==> config.mk <==
export PLATFORM = sky130hd
export DESIGN_NAME = axis_sample_pair_packer
export DESIGN_NICKNAME = d
export VERILOG_FILES = /design/src/rtl/axis_sample_pair_packer.sv
export SDC_FILE = /design/constraint.sdc
export NUM_CORES = 1
export LEC_CHECK = 0
export BUFFER_PORTS_ARGS = -buffer_cell sky130_fd_sc_hd__clkbuf_2
export CORE_UTILIZATION = 39
export CTS_CLUSTER_DIAMETER = 30
export DETAILED_ROUTE_END_ITERATION = 10
export PLACE_DENSITY = 0.77
export SYNTH_ARGS = -nofsm -noshare
export SYNTH_HDL_FRONTEND = slang
export SYNTH_SLANG_ARGS = --single-unit
==> constraint.sdc <==
create_clock -name clk -period 1.95 [get_ports clk]
set_clock_uncertainty 0.1 [all_clocks]
set_input_delay 0.2925 -clock clk [delete_from_list [all_inputs] [get_ports clk]]
set_output_delay 0.2925 -clock clk [all_outputs]
set_load 0.01 [all_outputs]
==> src/rtl/axis_sample_pair_packer.sv <==
// Packs two narrow AXI-Stream samples per 32-bit beat, one per 16-bit lane.
// Forwards tlast, flags half-filled tails via tkeep and checks packet length.
module axis_sample_pair_packer #(
    parameter int IN_WIDTH   = 9,
    parameter int LANE_WIDTH = 16
) (
    input  logic                    clk,
    input  logic                    reset,
    input  logic [15:0]             confi,
    input  logic [IN_WIDTH-1:0]     s_axis_tdata,
    input  logic                    s_axis_tvalid,
    output logic                    s_axis_tready,
    input  logic                    s_axis_tlast,
    output logic [2*LANE_WIDTH-1:0] m_axis_tdata,
    output logic [3:0]              m_axis_tkeep,
    output logic                    m_axis_tvalid,
    input  logic                    m_axis_tready,
    output logic                    m_axis_tlast,
    output logic                    len_err,
    output logic [15:0]             pkt_count
);

    typedef enum logic {
        ST_EMPTY = 1'b0,
        ST_HALF  = 1'b1
    } state_t;

    localparam logic [8:0] CNT_MAX = 9'd511;

    state_t                    r_state;
    state_t                    w_state_nxt;
    logic [IN_WIDTH-1:0]       r_held;
    logic [8:0]                r_cnt;
    logic [7:0]                r_exp_len;
    logic [2*LANE_WIDTH-1:0]   r_tdata;
    logic [3:0]                r_tkeep;
    logic                      r_tvalid;
    logic                      r_tlast;
    logic                      r_len_err;
    logic [15:0]               r_pkt_count;

    logic                      w_out_ready;
    logic                      w_accept;
    logic                      w_load;
    logic [2*LANE_WIDTH-1:0]   w_word_nxt;
    logic [3:0]                w_keep_nxt;
    logic                      w_last_nxt;
    logic [LANE_WIDTH-1:0]     w_lane_in;
    logic [LANE_WIDTH-1:0]     w_lane_held;
    logic                      w_first;
    logic [7:0]                w_exp_len;
    logic [9:0]                w_cnt_p1;
    logic                      w_mismatch;
    logic                      w_unused_confi;

    assign w_out_ready    = !r_tvalid | m_axis_tready;
    assign s_axis_tready  = w_out_ready;
    assign w_accept       = s_axis_tvalid & w_out_ready;
    assign w_lane_in      = LANE_WIDTH'(s_axis_tdata);
    assign w_lane_held    = LANE_WIDTH'(r_held);
    assign w_unused_confi = ^confi[15:8];

    // A single-sample packet must be checked against the live length value.
    assign w_first    = (r_cnt == 9'd0);
    assign w_exp_len  = w_first ? confi[7:0] : r_exp_len;
    assign w_cnt_p1   = {1'b0, r_cnt} + 10'd1;
    assign w_mismatch = (w_exp_len != 8'd0) &&
                        (w_cnt_p1 != {2'b00, w_exp_len});

    // Pairing state register.
    always_ff @(posedge clk or negedge reset) begin
        if (!reset) begin
            r_state <= ST_EMPTY;
        end else begin
            r_state <= w_state_nxt;
        end
    end

    // Next state and the word to load into the output register.
    always_comb begin
        w_state_nxt = r_state;
        w_load      = 1'b0;
        w_word_nxt  = '0;
        w_keep_nxt  = 4'b0000;
        w_last_nxt  = 1'b0;
        unique case (r_state)
            ST_EMPTY: begin
                if (w_accept) begin
                    if (s_axis_tlast) begin
                        w_load     = 1'b1;
                        w_word_nxt = {{LANE_WIDTH{1'b0}}, w_lane_in};
                        w_keep_nxt = 4'b0011;
                        w_last_nxt = 1'b1;
                    end else begin
                        w_state_nxt = ST_HALF;
                    end
                end
            end
            ST_HALF: begin
                if (w_accept) begin
                    w_load      = 1'b1;
                    w_word_nxt  = {w_lane_in, w_lane_held};
                    w_keep_nxt  = 4'b1111;
                    w_last_nxt  = s_axis_tlast;
                    w_state_nxt = ST_EMPTY;
                end
            end
            default: begin
                w_state_nxt = ST_EMPTY;
            end
        endcase
    end

    // Lane0 sample waiting for its partner.
    always_ff @(posedge clk or negedge reset) begin
        if (!reset) begin
            r_held <= '0;
        end else if (w_accept && r_state == ST_EMPTY && !s_axis_tlast) begin
            r_held <= s_axis_tdata;
        end
    end

    // Saturating per-packet sample counter and latched expected length.
    always_ff @(posedge clk or negedge reset) begin
        if (!reset) begin
            r_cnt     <= '0;
            r_exp_len <= '0;
        end else if (w_accept) begin
            if (w_first) begin
                r_exp_len <= confi[7:0];
            end
            if (s_axis_tlast) begin
                r_cnt <= '0;
            end else if (r_cnt != CNT_MAX) begin
                r_cnt <= r_cnt + 9'd1;
            end
        end
    end

    // Output register; holds steady while the consumer stalls.
    always_ff @(posedge clk or negedge reset) begin
        if (!reset) begin
            r_tdata  <= '0;
            r_tkeep  <= '0;
            r_tvalid <= 1'b0;
            r_tlast  <= 1'b0;
        end else if (w_out_ready) begin
            if (w_load) begin
                r_tdata  <= w_word_nxt;
                r_tkeep  <= w_keep_nxt;
                r_tlast  <= w_last_nxt;
                r_tvalid <= 1'b1;
            end else begin
                r_tvalid <= 1'b0;
            end
        end
    end

    // Length error pulse and completed packet counter.
    always_ff @(posedge clk or negedge reset) begin
        if (!reset) begin
            r_len_err   <= 1'b0;
            r_pkt_count <= '0;
        end else begin
            r_len_err <= w_accept & s_axis_tlast & w_mismatch;
            if (w_accept && s_axis_tlast) begin
                r_pkt_count <= r_pkt_count + 16'd1;
            end
        end
    end

    assign m_axis_tdata  = r_tdata;
    assign m_axis_tkeep  = r_tkeep;
    assign m_axis_tvalid = r_tvalid;
    assign m_axis_tlast  = r_tlast;
    assign len_err       = r_len_err;
    assign pkt_count     = r_pkt_count;

endmodule
==> results.txt, run 1 <==
The count of TritonRoute iterations in the first routing pass is 4. The flow ran to the end, but the final reports show violations. The clock root buffer is sky130_fd_sc_hd__clkbuf_8. During I/O placement, the number of pins put on the boundary was 86. The clock sink total is 66. Entering global routing, the biggest net connects 49 pins.

For this run, the register share of the synthesized area comes to 52.1%. The static power due to leakage is 1.89 nW. The total wire length after detailed routing is 6.88 mm. The synthesis warning total is 0. In the routed layout, each cell is associated on average with a via count of between 5 and 6. The maximum fanout encountered on the critical timing path came out at 5. The clock network accounts for 27.1% of the total power.

The final core utilization came out at 50.8%. The number of nets in the layout is approximately 400. Buffers placed on the I/O ports in this run total 63. The worst setup path is captured at a flip-flop. The clock-pin slew on the worst setup and hold paths is 70 ps.

The setup-violating endpoint count in the final report is 1. The combinational group share of total power is 29.9%. In this run the remaining antenna-violating nets after routing total 0.

At the worst endpoint, the arrival time is 2110 ps. The horizontal die dimension came out at 92.2 µm. At the end of routability-driven placement, the weighted congestion stood at 0.838.

The critical path is of the reg2reg type. The detailed-route via count came out at 2,456. The final setup slack of the worst path is -28.8 ps. The worst setup path is launched from a flip-flop.

The total CTS buffers came out at 9. The post-synth design cell area came out at around 3200 µm². The core region is 7810 µm². The global-route usage over all layers came out at 17.6%. Across the run, the number of max-cap violations was 0. The initial antenna violation count is 0.

The final-report max-slew violation count came out at 0. The checks that failed: setup timing. Counting distinct cell types in the post-synthesis netlist gives 37. The DRC violations left came out at 0.

At the later pin of the worst-skew pair, clock insertion delay measures 340 ps. The worst-case clock buffer depth came out at 2. In this run switching power makes up 31.8% of total power.

The vertical extent of the die is 92.2 µm. The class of the tightest hold or removal check is in2reg. The number of global-route vias before repair was 2,438. The worst path required time is 2080 ps. With fillers left out, the area of the finished cells amounts to roughly 4000 µm².

The sequential power share came out at 42.9%. The power density of the placed cells is 1180 nW/µm². The initialized floorplan defines 32 standard-cell rows. After detailed routing, the average wire length per cell comes to 14.2 µm. The total half-perimeter wirelength after legalization and detailed placement is 4.88 mm. The total count of hold-check failures in the final report came out at 0. The post-route minimum period came out at 1980 ps.

The first global-routing pass estimated 11.5 mm of wire. The repair_antennas step left the layout with diodes totalling 0. The post-synthesis sequential element count came out at 66. In the final layout, the share of cells above drive strength 1 is approximately 34%. The standard cell area after detailed placement is 3670 µm². The setup slack after placement came out at -126 ps. The synthesized instance count came out at 290. The area growth from synthesis to layout is 25.0%. Based on the critical path, the design can be clocked at up to between 0.5 and 0.6 GHz. The global-route congestion overflow total is 0.

The final clock period utilization by the worst path came out at 101%. Setup repair after global routing could not meet its margin everywhere. Once the floorplan was initialized, standard cells occupied 40.6% of the core.

The worst IR drop on VDD came out at 0.611 mV. The number of H-tree levels came out at 3. The total die area came out at 8500 µm².

In this run the power spent charging and discharging nets is 1.49 mW. The detailed router's first-iteration violation count is approximately 110. The average instance in the mapped netlist occupies 10.9 µm².

Cell internal power was estimated by the tool at between 3 and 4 mW. TritonCTS built the clock tree.
==> flip-flops by register name, summed over array words and instances (netlist names) <==
name / flops
r_exp_len: 8
m_axis_tlast: 1
r_state: 1
r_cnt: 9
m_axis_tdata: 18
len_err: 1
m_axis_tkeep: 2
m_axis_tvalid: 1
r_held: 9
pkt_count: 16
==> timing repair <==
| action | CTS | global route |
|---|---|---|
| endpoints found under the setup margin | 2 | 16 |
| hold endpoints to repair | 18 | 0 |
| cloned | 1 | 0 |
| hold buffers | 1 | 0 |
| gates resized for setup | 1 | 8 |
| setup buffers | 1 | 2 |
| pin swaps | 3 | 2 |
==> cells in the final DEF (no fill, tap or decap), types with 5 or more instances in the layout <==
| master | n |
|---|---|
| sky130_fd_sc_hd__mux2i_1 | 5 |
| sky130_fd_sc_hd__a22o_1 | 11 |
| sky130_fd_sc_hd__dfrtp_1 | 66 |
| sky130_fd_sc_hd__o21ai_1 | 7 |
| sky130_fd_sc_hd__clkbuf_8 | 10 |
| sky130_fd_sc_hd__clkbuf_2 | 62 |
| sky130_fd_sc_hd__mux2_2 | 17 |
| sky130_fd_sc_hd__xnor2_1 | 18 |
| sky130_fd_sc_hd__inv_1 | 6 |
| sky130_fd_sc_hd__buf_4 | 21 |
| sky130_fd_sc_hd__o22ai_1 | 18 |
| sky130_fd_sc_hd__a21oi_1 | 9 |
| sky130_fd_sc_hd__nor2_1 | 16 |
| sky130_fd_sc_hd__xor2_1 | 11 |
| sky130_fd_sc_hd__nand2_1 | 29 |
| sky130_fd_sc_hd__conb_1 | 14 |
| sky130_fd_sc_hd__nand3_1 | 11 |
==> cells in the mapped netlist (all sizes together) <==
| cell type | n | area share, % |
|---|---|---|
| a21oi | 9 | 1.4 |
| nand2b | 1 | 0.20 |
| nor4b | 1 | 0.75 |
| a22o | 11 | 3.0 |
| nand4 | 4 | 0.79 |
| mux2i | 8 | 2.5 |
| o31a | 1 | 0.28 |
| o22ai | 18 | 3.6 |
| buf | 18 | 4.3 |
| dfrtp | 66 | 52 |
| ha | 4 | 1.6 |
| and3 | 4 | 0.79 |
| mux2 | 17 | 6.0 |
| a21o | 1 | 0.24 |
| conb | 1 | 0.12 |
| xor2 | 11 | 3.0 |
| nor4 | 5 | 1.5 |
| nand2 | 30 | 3.8 |
| a31oi | 1 | 0.20 |
| a311oi | 1 | 0.28 |
| nor2 | 16 | 1.9 |
| or3 | 2 | 0.39 |
| nand3 | 11 | 1.7 |
| inv | 7 | 0.83 |
| xnor2 | 18 | 5.0 |
| nor3 | 5 | 0.95 |
| clkbuf | 7 | 0.83 |
| o21ai | 10 | 1.6 |
| and2 | 2 | 0.39 |
==> metal layers <==
layer / wire, µm / GRT usage, % / up-vias
met4: 99 / 7.03 / 0
met5: 0 / 0 / -
met1: 3110 / 22.0 / 1202
met2: 3300 / 28.2 / 75
met3: 368 / 5.47 / 10
li1: - / - / 1169
==> cell type report <==
cell class	count	area, µm²
Clock inverter	4	76.3
Fill cell	701	3840
Timing Repair Buffer	87	514
Sequential cell	66	1650
Clock buffer	11	141
Tap cell	102	128
Multi-Input combinational cell	206	1430
Inverter	7	26.3
==> through the flow <==
step                power, mW  TNS (ps)  hold slack [ps]  cells
floorplan                2.85         0             -103    303
global placement         3.26     -44.4              166    463
detailed placement       3.33      -126              165    463
CTS                      4.64     -47.0             96.7    481
global route             4.94      -121              100    483
finish                   4.68     -28.8              112    483
==> logic make-up after synthesis <==
logic type,share of synthesized area [%]
XOR/XNOR,8.01
other,0.118
AO/OA/AOI/OAI,10.6
multiplexers,8.56
AND/OR/NAND/NOR,13.1
buffers and inverters,5.96
adder cells (fa/ha/maj),1.58
flip-flops,52.1
==> final timing paths <==
kind	startpoint	endpoint	slack, ps	depth (start not counted)
max	r_cnt[0]	len_err	-30	9
min	confi[2]	r_exp_len[2]	110	2
max reg2reg	r_cnt[0]	len_err	-30	9
min reg2reg	pkt_count[15]	pkt_count[15]	380	1
max in group asynchronous	reset	m_axis_tdata[6]	820	3
min in group asynchronous	reset	pkt_count[15]	320	2
==> worst max-delay path, cell delays in order, from the launching register on <==
cell	delay, ps
sky130_fd_sc_hd__dfrtp_1	400
sky130_fd_sc_hd__inv_1	60
sky130_fd_sc_hd__ha_1	130
sky130_fd_sc_hd__nor4b_4	190
sky130_fd_sc_hd__buf_6	170
sky130_fd_sc_hd__nand2_8	80
sky130_fd_sc_hd__mux2i_2	200
sky130_fd_sc_hd__xnor2_1	160
sky130_fd_sc_hd__nand4_1	120
sky130_fd_sc_hd__o31a_1	240
==> power by group through the flow <==
| stage | Combinational (mW) | Clock (mW) | Sequential [mW] |
|---|---|---|---|
| 4_1_cts | 1.33 | 1.30 | 2.00 |
| 3_5_place_dp | 1.30 | 0 | 2.02 |
| 3_3_place_gp | 1.26 | 0 | 2.00 |
| 2_1_floorplan | 0.794 | 0 | 2.06 |
| 6_report | 1.40 | 1.27 | 2.01 |
| 5_1_grt | 1.53 | 1.36 | 2.05 |
Power figures use the tool's default switching activity.
==> inputs of run 2 (changes only) <==
CTS_BUF_LIST = sky130_fd_sc_hd__clkbuf_4 sky130_fd_sc_hd__clkbuf_8 sky130_fd_sc_hd__clkbuf_16   (was default)
==> run 2 against run 1 <==
Compared with the run above:
- the run still ends with setup timing left
- global-route usage is essentially flat
- die area is the same
- worst hold slack gained 1.9 ps
- largest cell class unchanged
==> results.txt, run 2 (same netlist as run 1, synthesis figures left out) <==
The flip-flop count of the largest register after layout is 18 (unchanged). The global-route congestion overflow total is 0 (unchanged). The maximum fanout encountered on the critical timing path came out at 5 (unchanged). The core area came out at 7810 µm² (unchanged).

The detailed-route vias per instance is 5.10 (was 5.08). The vertical extent of the die is 92.2 µm (unchanged). The worst path required time came out at 2070 ps (was 2080 ps). The number of stages on the worst setup path is 9 (unchanged). The length in cells of the worst reg-to-reg path is 9 (unchanged). The post-route minimum period came to 1980 ps (about the same). The standard cell area after detailed placement came out at 3670 µm² (unchanged). The boundary pin count came out at 86 (unchanged). The total count of hold-check failures in the final report came out at 0 (unchanged). The total inserted antenna cells is 0 (unchanged). The detailed router's first-iteration violation count came out at 111 (was 107). The dominant delay contributor by cell family on the critical path is flip-flops (unchanged).

CP Cell Sequence: inv_1, ha_1, nor4b_4, buf_6, nand2_8, mux2i_2, xnor2_1, nand4_1, o31a_1 (unchanged). The detailed-route via count came to 2,462 (was 2,456). The clock-pin slew on the worst setup and hold paths was 70 ps (about the same). The total CTS buffers is 9 (unchanged). The final weighted congestion in routability-driven placement was 0.838 (unchanged).

The setup-violating endpoint count in the final report came out at 1 (unchanged). The reg-to-reg setup timing slack is -30 ps (about the same). The global-route wire length before repair is 11.5 mm (about the same). The buffers plus inverters on the worst setup path is 2 (unchanged).

Status: finished with violations (unchanged). The critical path capture point type is a flip-flop (unchanged). The total die area is 8500 µm² (unchanged). The final core utilization is 50.8% (about the same). The fraction of layout cells with a size suffix above 1 came to 33.9% (was 33.6%). The worst-case clock buffer depth came out at 2 (unchanged).

The global-route usage over all layers came out at 17.6% (about the same). The CTS tree is yes (unchanged). The final clock period utilization by the worst path is 102% (was 101%). The total wire length after detailed routing is 6.88 mm (about the same). The placement row count is 32 (unchanged). The data arrival time of the critical path was 2100 ps (was 2110 ps). The library cell contributing the largest single delay on the critical path was sky130_fd_sc_hd__dfrtp_1 (unchanged).

The critical path class is reg2reg (unchanged). The clock latency of the later-clocked register in the worst-skew pair came out at 340 ps (about the same). The worst hold slack came out at 114 ps (was 112 ps).

The power density of the placed cells came out at 1180 nW/µm² (about the same). The number of buffers added on ports came out at 63 (unchanged). The DRC violations left was 0 (unchanged). The total half-perimeter wirelength after legalization and detailed placement came out at 4.88 mm (unchanged). Highest-count cells in the layout ignoring fill and taps: 66 x sky130_fd_sc_hd__dfrtp_1, 62 x sky130_fd_sc_hd__clkbuf_2, 29 x sky130_fd_sc_hd__nand2_1, 21 x sky130_fd_sc_hd__buf_4 (unchanged). The final-report max-slew violation count was 0 (unchanged). The number of global-route vias before repair came out at 2,437 (was 2,438). The class of the tightest hold or removal check was in2reg (unchanged). The maximum clock frequency is 0.505 GHz (about the same). The average wire per standard cell came to 14.3 µm (was 14.2 µm). The layout filler cell count came to 699 (was 701). The kind of launch point of the worst setup path was a flip-flop (unchanged). The clock root buffer is sky130_fd_sc_hd__clkbuf_8 (unchanged).

The setup slack after placement is -126 ps (unchanged). The initial antenna violation count came out at 0 (unchanged). The worst hold path depth is 2 (unchanged). The number of nets with antenna violations after routing came out at 0 (unchanged). The final setup slack of the worst path came out at -30.2 ps (was -28.8 ps). The worst IR drop on VDD is 0.617 mV (was 0.611 mV). The effective utilization at floorplan is 40.6% (unchanged). The filler-free cell count of the finished design is 483 (unchanged).

The static power due to leakage is 1.90 nW (was 1.89 nW). The cell area after layout came out at 3970 µm² (about the same). The total design power came out at 4.70 mW (was 4.68 mW). The most common cell after layout, fill and taps aside is sky130_fd_sc_hd__dfrtp_1 (unchanged).

The horizontal die dimension came out at 92.2 µm (unchanged). The clock sink total came out at 66 (unchanged). The longest individual stage delay on the worst path is 400 ps (about the same). The setup TNS after final layout came out at -30.2 ps (was -28.8 ps). Unrepaired setup endpoints after global routing: yes (unchanged). The cell count after placement came out at 463 (unchanged). The count of TritonRoute iterations in the first routing pass is 4 (unchanged). The number of H-tree levels is 3 (unchanged).

The number of nets in the layout came out at 411 (unchanged). The max-cap check violation count came out at 0 (unchanged). The area added between synthesis and finish came out at 25.1% (was 25.0%).

The pin count of the biggest net entering global routing came to 49 (unchanged). Violations in the final reports: setup timing (unchanged).
[run 2: worst paths after layout]
path | endpoint | start
setup / recovery | len_err | r_cnt[0]
hold / removal | r_exp_len[2] | confi[2]
setup reg to reg | len_err | r_cnt[0]
hold reg to reg | pkt_count[15] | pkt_count[15]
max in group asynchronous | m_axis_tdata[6] | reset
min in group asynchronous | pkt_count[15] | reset
[run 2: area by class of cell]
cell class	instances	area, µm²	area share [%]
Clock buffer	11	145	3.66
Clock inverter	4	76.3	1.92
Inverter	7	26.3	0.662
Multi-Input combinational cell	206	1430	36.0
Sequential cell	66	1650	41.6
Tap cell	102	128	3.22
Timing Repair Buffer	87	514	13.0
[run 2: power by group]
group	switching [mW]	total (mW)	leakage (nW)	internal (mW)
clock	0.518	1.28	0.109	0.764
combinational	0.681	1.40	0.961	0.721
sequential	0.288	2.01	0.828	1.72
[run 2: per-layer routing]
layer	part of all wire, %	wire, µm	vias to the layer above	track usage (%)
li1	-	-	1167	-
met1	46	3130	1207	22.1
met2	48	3300	78	28.2
met3	5.2	356	10	5.47
met4	1.4	98	0	7.03
met5	0	0	-	0
[run 2: worst reg2reg max path, delay by kind of cell, from the launching register on]
kind            cells  cell delay [ps]
compound gates      1              240
xor+xnor            1              160
fa+ha+maj           1              130
buf+inv             2              240
flops               1              400
mux                 1              200
simple gates        3              390
[run 2: what timing repair did]
action	4_1_cts	5_1_grt
buffers inserted	1	2
cloned	1	0
hold buffers	1	0
endpoints found under the setup margin	2	16
pin swaps	3	2
hold endpoints to repair	18	0
gates resized for setup	1	8
==> inputs of run 3 (changes only) <==
ABC_AREA = 1   (was default)
BUFFER_PORTS_ARGS = default   (was -buffer_cell sky130_fd_sc_hd__clkbuf_2)
DONT_BUFFER_PORTS = 1   (was default)
PLACE_DENSITY = 0.67   (was 0.77)
==> run 3 against run 2 <==
Compared with the run above:
- critical path type unchanged
- register-to-register slack improved by 60 ps
- fmax grew 3.3%
- die area grew 4.0%
- routed wire length rose by 7.2%
- flip-flop and latch count unchanged
- first-iteration DRC count grew 15%
- clock power is essentially flat
- critical path depth grew 3
- the run now ends clean
- largest cell class unchanged
- utilization shrank 4.2 points
- clock-buffer cell count shrank 1
- non-clock buffer count fell by 59
- sequential share of layout area grew 1.5 points
==> results.txt, run 3 <==
The pin count of the biggest net entering global routing came out at 67 (was 49). The number of enable-type register cells in the synthesized netlist is 0 (unchanged). The worst IR drop on VDD is 0.402 mV (was 0.617 mV).

The detailed-route vias per instance came out at 4.83 (was 5.10). The number of nets in the layout is 461 (was 411). The maximum fanout encountered on the critical timing path is 4 (was 5). The share of the synthesized area in the top cell type is 50.0% (was 52.1%). The most crowded layer after global routing is met2 (unchanged). The number of distinct standard cells referenced by the synthesized netlist is 26 (was 37).

The global-route usage over all layers is 17.9% (was 17.6%). The worst-case clock buffer depth came out at 2 (unchanged). The met2 capacity usage during global routing is 28.6% (was 28.2%). Top post-synthesis cells by count: 121 x sky130_fd_sc_hd__nand2_1, 66 x sky130_fd_sc_hd__dfrtp_1, 44 x sky130_fd_sc_hd__inv_1 (was 66 x sky130_fd_sc_hd__dfrtp_1, 29 x sky130_fd_sc_hd__nand2_1, 18 x sky130_fd_sc_hd__o22ai_1, 18 x sky130_fd_sc_hd__xnor2_1, 17 x sky130_fd_sc_hd__mux2_2). The per-instance average area after synthesis is 8.25 µm² (was 10.9 µm²). The routing usage on met1 is 22.1% (about the same).

The routing usage on met3 is 5.18% (was 5.47%). Leading cell types by total area after synthesis: sky130_fd_sc_hd__dfrtp_1 50%, sky130_fd_sc_hd__nand2_1 14%, sky130_fd_sc_hd__inv_1 5.0%, sky130_fd_sc_hd__o21ai_0 4.1%, sky130_fd_sc_hd__buf_4 3.9% (was sky130_fd_sc_hd__dfrtp_1 52%, sky130_fd_sc_hd__mux2_2 6.0%, sky130_fd_sc_hd__xnor2_1 5.0%, sky130_fd_sc_hd__buf_4 3.8%, sky130_fd_sc_hd__o22ai_1 3.6%). The post-route minimum period is 1920 ps (was 1980 ps). The clock latency of the later-clocked register in the worst-skew pair is 340 ps (about the same). The initial antenna violation count came to 0 (unchanged). The clock root buffer is sky130_fd_sc_hd__clkbuf_8 (unchanged).

The placement row count came out at 33 (was 32). The DRC violations left came out at 0 (unchanged). The synthesis warning total came out at 0 (unchanged). The share of flip-flops with an asynchronous set or reset after synthesis came to 100% (unchanged). The number of buffers added on ports is 0 (was 63). The synthesized instance count was 400 (was 290). The cell count after placement is 506 (was 463). The number of global-route vias before repair was 2,575 (was 2,437). The class of the tightest hold or removal check is in2reg (unchanged). The count of TritonRoute iterations in the first routing pass came out at 4 (unchanged). The effective utilization at floorplan came out at 40.2% (was 40.6%). The vertical extent of the die is 94.0 µm (was 92.2 µm). The boundary pin count is 86 (unchanged).

The CTS tree is yes (unchanged). The flip-flop count of the largest register after layout is 18 (unchanged). The fraction of the yosys area taken by sequential cells came out at 50.0% (was 52.1%). The static power due to leakage was 1.97 nW (was 1.90 nW). The cell with the most instances after synthesis was sky130_fd_sc_hd__nand2_1 (was sky130_fd_sc_hd__dfrtp_1).

The kind of launch point of the worst setup path is a flip-flop (unchanged). The number of H-tree levels is 3 (unchanged). Unrepaired setup endpoints after global routing: yes (unchanged). The critical path capture point type was a flip-flop (unchanged).

The global-route congestion overflow total is 0 (unchanged). The detailed-route via count came out at 2,594 (was 2,462). The total die area was 8840 µm² (was 8500 µm²). The most common cell after layout, fill and taps aside is sky130_fd_sc_hd__nand2_1 (was sky130_fd_sc_hd__dfrtp_1). The filler-free cell count of the finished design is 537 (was 483).

The layout filler cell count came out at 807 (was 699). The setup TNS after final layout came out at 0 ps (was -30.2 ps). The clock-pin slew on the worst setup and hold paths is 70 ps (about the same). The core area is 8220 µm² (was 7810 µm²). The area added between synthesis and finish is 16.1% (was 25.1%). The maximum clock frequency is 0.522 GHz (was 0.505 GHz). The post-synth design cell area came to 3300 µm² (was 3170 µm²). The setup-violating endpoint count in the final report is 0 (was 1). The critical path class is reg2reg (unchanged). Highest-count cells in the layout ignoring fill and taps: 117 x sky130_fd_sc_hd__nand2_1, 66 x sky130_fd_sc_hd__dfrtp_1, 40 x sky130_fd_sc_hd__inv_1, 25 x sky130_fd_sc_hd__o21ai_0, 24 x sky130_fd_sc_hd__nand3_1 (was 66 x sky130_fd_sc_hd__dfrtp_1, 62 x sky130_fd_sc_hd__clkbuf_2, 29 x sky130_fd_sc_hd__nand2_1, 21 x sky130_fd_sc_hd__buf_4). The max-cap check violation count came out at 0 (unchanged). The final-report max-slew violation count is 0 (unchanged). The total CTS buffers is 9 (unchanged). The number of nets with antenna violations after routing came out at 0 (unchanged).

The final weighted congestion in routability-driven placement came out at 0.818 (was 0.838). The total inserted antenna cells was 0 (unchanged). The average wire per standard cell was 13.7 µm (was 14.3 µm).

The global-route wire length before repair is 12.0 mm (was 11.5 mm). The total half-perimeter wirelength after legalization and detailed placement came to 5.01 mm (was 4.88 mm). The data arrival time of the critical path is 2050 ps (was 2100 ps). The clock sink total came to 66 (unchanged).

The final clock period utilization by the worst path came out at 98.3% (was 102%). The horizontal die dimension is 94.0 µm (was 92.2 µm). The power density of the placed cells came to 1110 nW/µm² (was 1180 nW/µm²). The library cell with the largest summed area after synthesis is sky130_fd_sc_hd__dfrtp_1 (unchanged). The post-synthesis sequential element count came out at 66 (unchanged). The total count of hold-check failures in the final report is 0 (unchanged). The total wire length after detailed routing is 7.38 mm (was 6.88 mm). Status: finished, final reports clean (was finished with violations). The detailed router's first-iteration violation count came to 128 (was 111). The worst path required time is 2080 ps (was 2070 ps). The fraction of layout cells with a size suffix above 1 came out at 14.6% (was 33.9%). The most common flop cell mapped by yosys is sky130_fd_sc_hd__dfrtp_1 (unchanged).
run 3: stage by stage:
| step | utilization, % | power, mW | setup slack, ps | instance area, µm² | hold slack, ps |
|---|---|---|---|---|---|
| floorplan | - | 2.68 | 186 | 3350 | -103 |
| global placement | 41.6 | 2.87 | 27.9 | 3420 | -101 |
| detailed placement | 41.6 | 2.90 | -10.7 | 3420 | -102 |
| CTS | 46.0 | 4.27 | 5.94 | 3780 | 0.158 |
| global route | 46.6 | 4.56 | -139 | 3830 | 13.3 |
| finish | 46.6 | 4.25 | 32.7 | 3830 | 13.2 |
run 3: final timing paths:
| check | start | end | slack (ps) | cells past startpoint |
|---|---|---|---|---|
| worst min register to register | r_held[1] | r_held[1] | 390 | 2 |
| worst max register to register | r_cnt[0] | len_err | 30 | 12 |
| min in group asynchronous | reset | pkt_count[13] | 380 | 2 |
| worst max-delay path | r_cnt[0] | len_err | 30 | 12 |
| worst min-delay path | s_axis_tdata[0] | m_axis_tdata[16] | 10 | 2 |
| max in group asynchronous | reset | pkt_count[6] | 1060 | 2 |
run 3: repair_timing:
action	in CTS	in global routing
hold buffers	11	0
setup buffers	1	1
resized for setup	1	19
pin swaps	0	11
endpoints found under the setup margin	1	19
gates cloned	0	2
hold endpoints to repair	77	0
run 3: area by class of cell:
type / count / area (µm²) / area share, %
well taps: 105 / 131 / 3.43
clock inverters: 6 / 91.3 / 2.38
repair buffers: 28 / 256 / 6.69
repair inverters: 1 / 7.51 / 0.196
inverters: 49 / 188 / 4.90
flip-flops and latches: 66 / 1650 / 43.1
multi-input cells: 272 / 1370 / 35.9
clock buffers: 10 / 131 / 3.43
run 3: kinds of logic (layout without fill, tap and decap cells):
| family | count (synthesis) | after routing | share of synthesized area [%] |
|---|---|---|---|
| compound gates | 47 | 47 | 8.23 |
| buf+inv | 75 | 94 | 10.7 |
| fa+ha+maj | 4 | 4 | 1.52 |
| flops | 66 | 66 | 50.0 |
| xor+xnor | 17 | 17 | 4.51 |
| other cells | 1 | 14 | 0.114 |
| simple gates | 190 | 190 | 24.9 |
run 3: where the power goes:
group / internal, mW / total, mW / switching [mW]
Sequential: 1.68 / 2.03 / 0.353
Combinational: 0.372 / 0.936 / 0.564
Clock: 0.736 / 1.28 / 0.541
Total: 2.79 / 4.25 / 1.46
run 3: metal layers:
layer	routed length, µm	share of wire, %
met5	0	0
met2	3470	47
met1	3250	44
met4	176	2.4
met3	478	6.5
run 3: critical path, stage by stage (launching register included):
cell and delay [ps]:
sky130_fd_sc_hd__dfrtp_1 410, sky130_fd_sc_hd__ha_2 210, sky130_fd_sc_hd__nand2_2 80, sky130_fd_sc_hd__nor2_4 110, sky130_fd_sc_hd__nand2_2 70, sky130_fd_sc_hd__nor2_2 110
sky130_fd_sc_hd__ha_1 240, sky130_fd_sc_hd__inv_2 70, sky130_fd_sc_hd__nand2_1 50, sky130_fd_sc_hd__nor2_1 100, sky130_fd_sc_hd__nand3_1 90, sky130_fd_sc_hd__nor2_1 110
sky130_fd_sc_hd__nor2_1 50
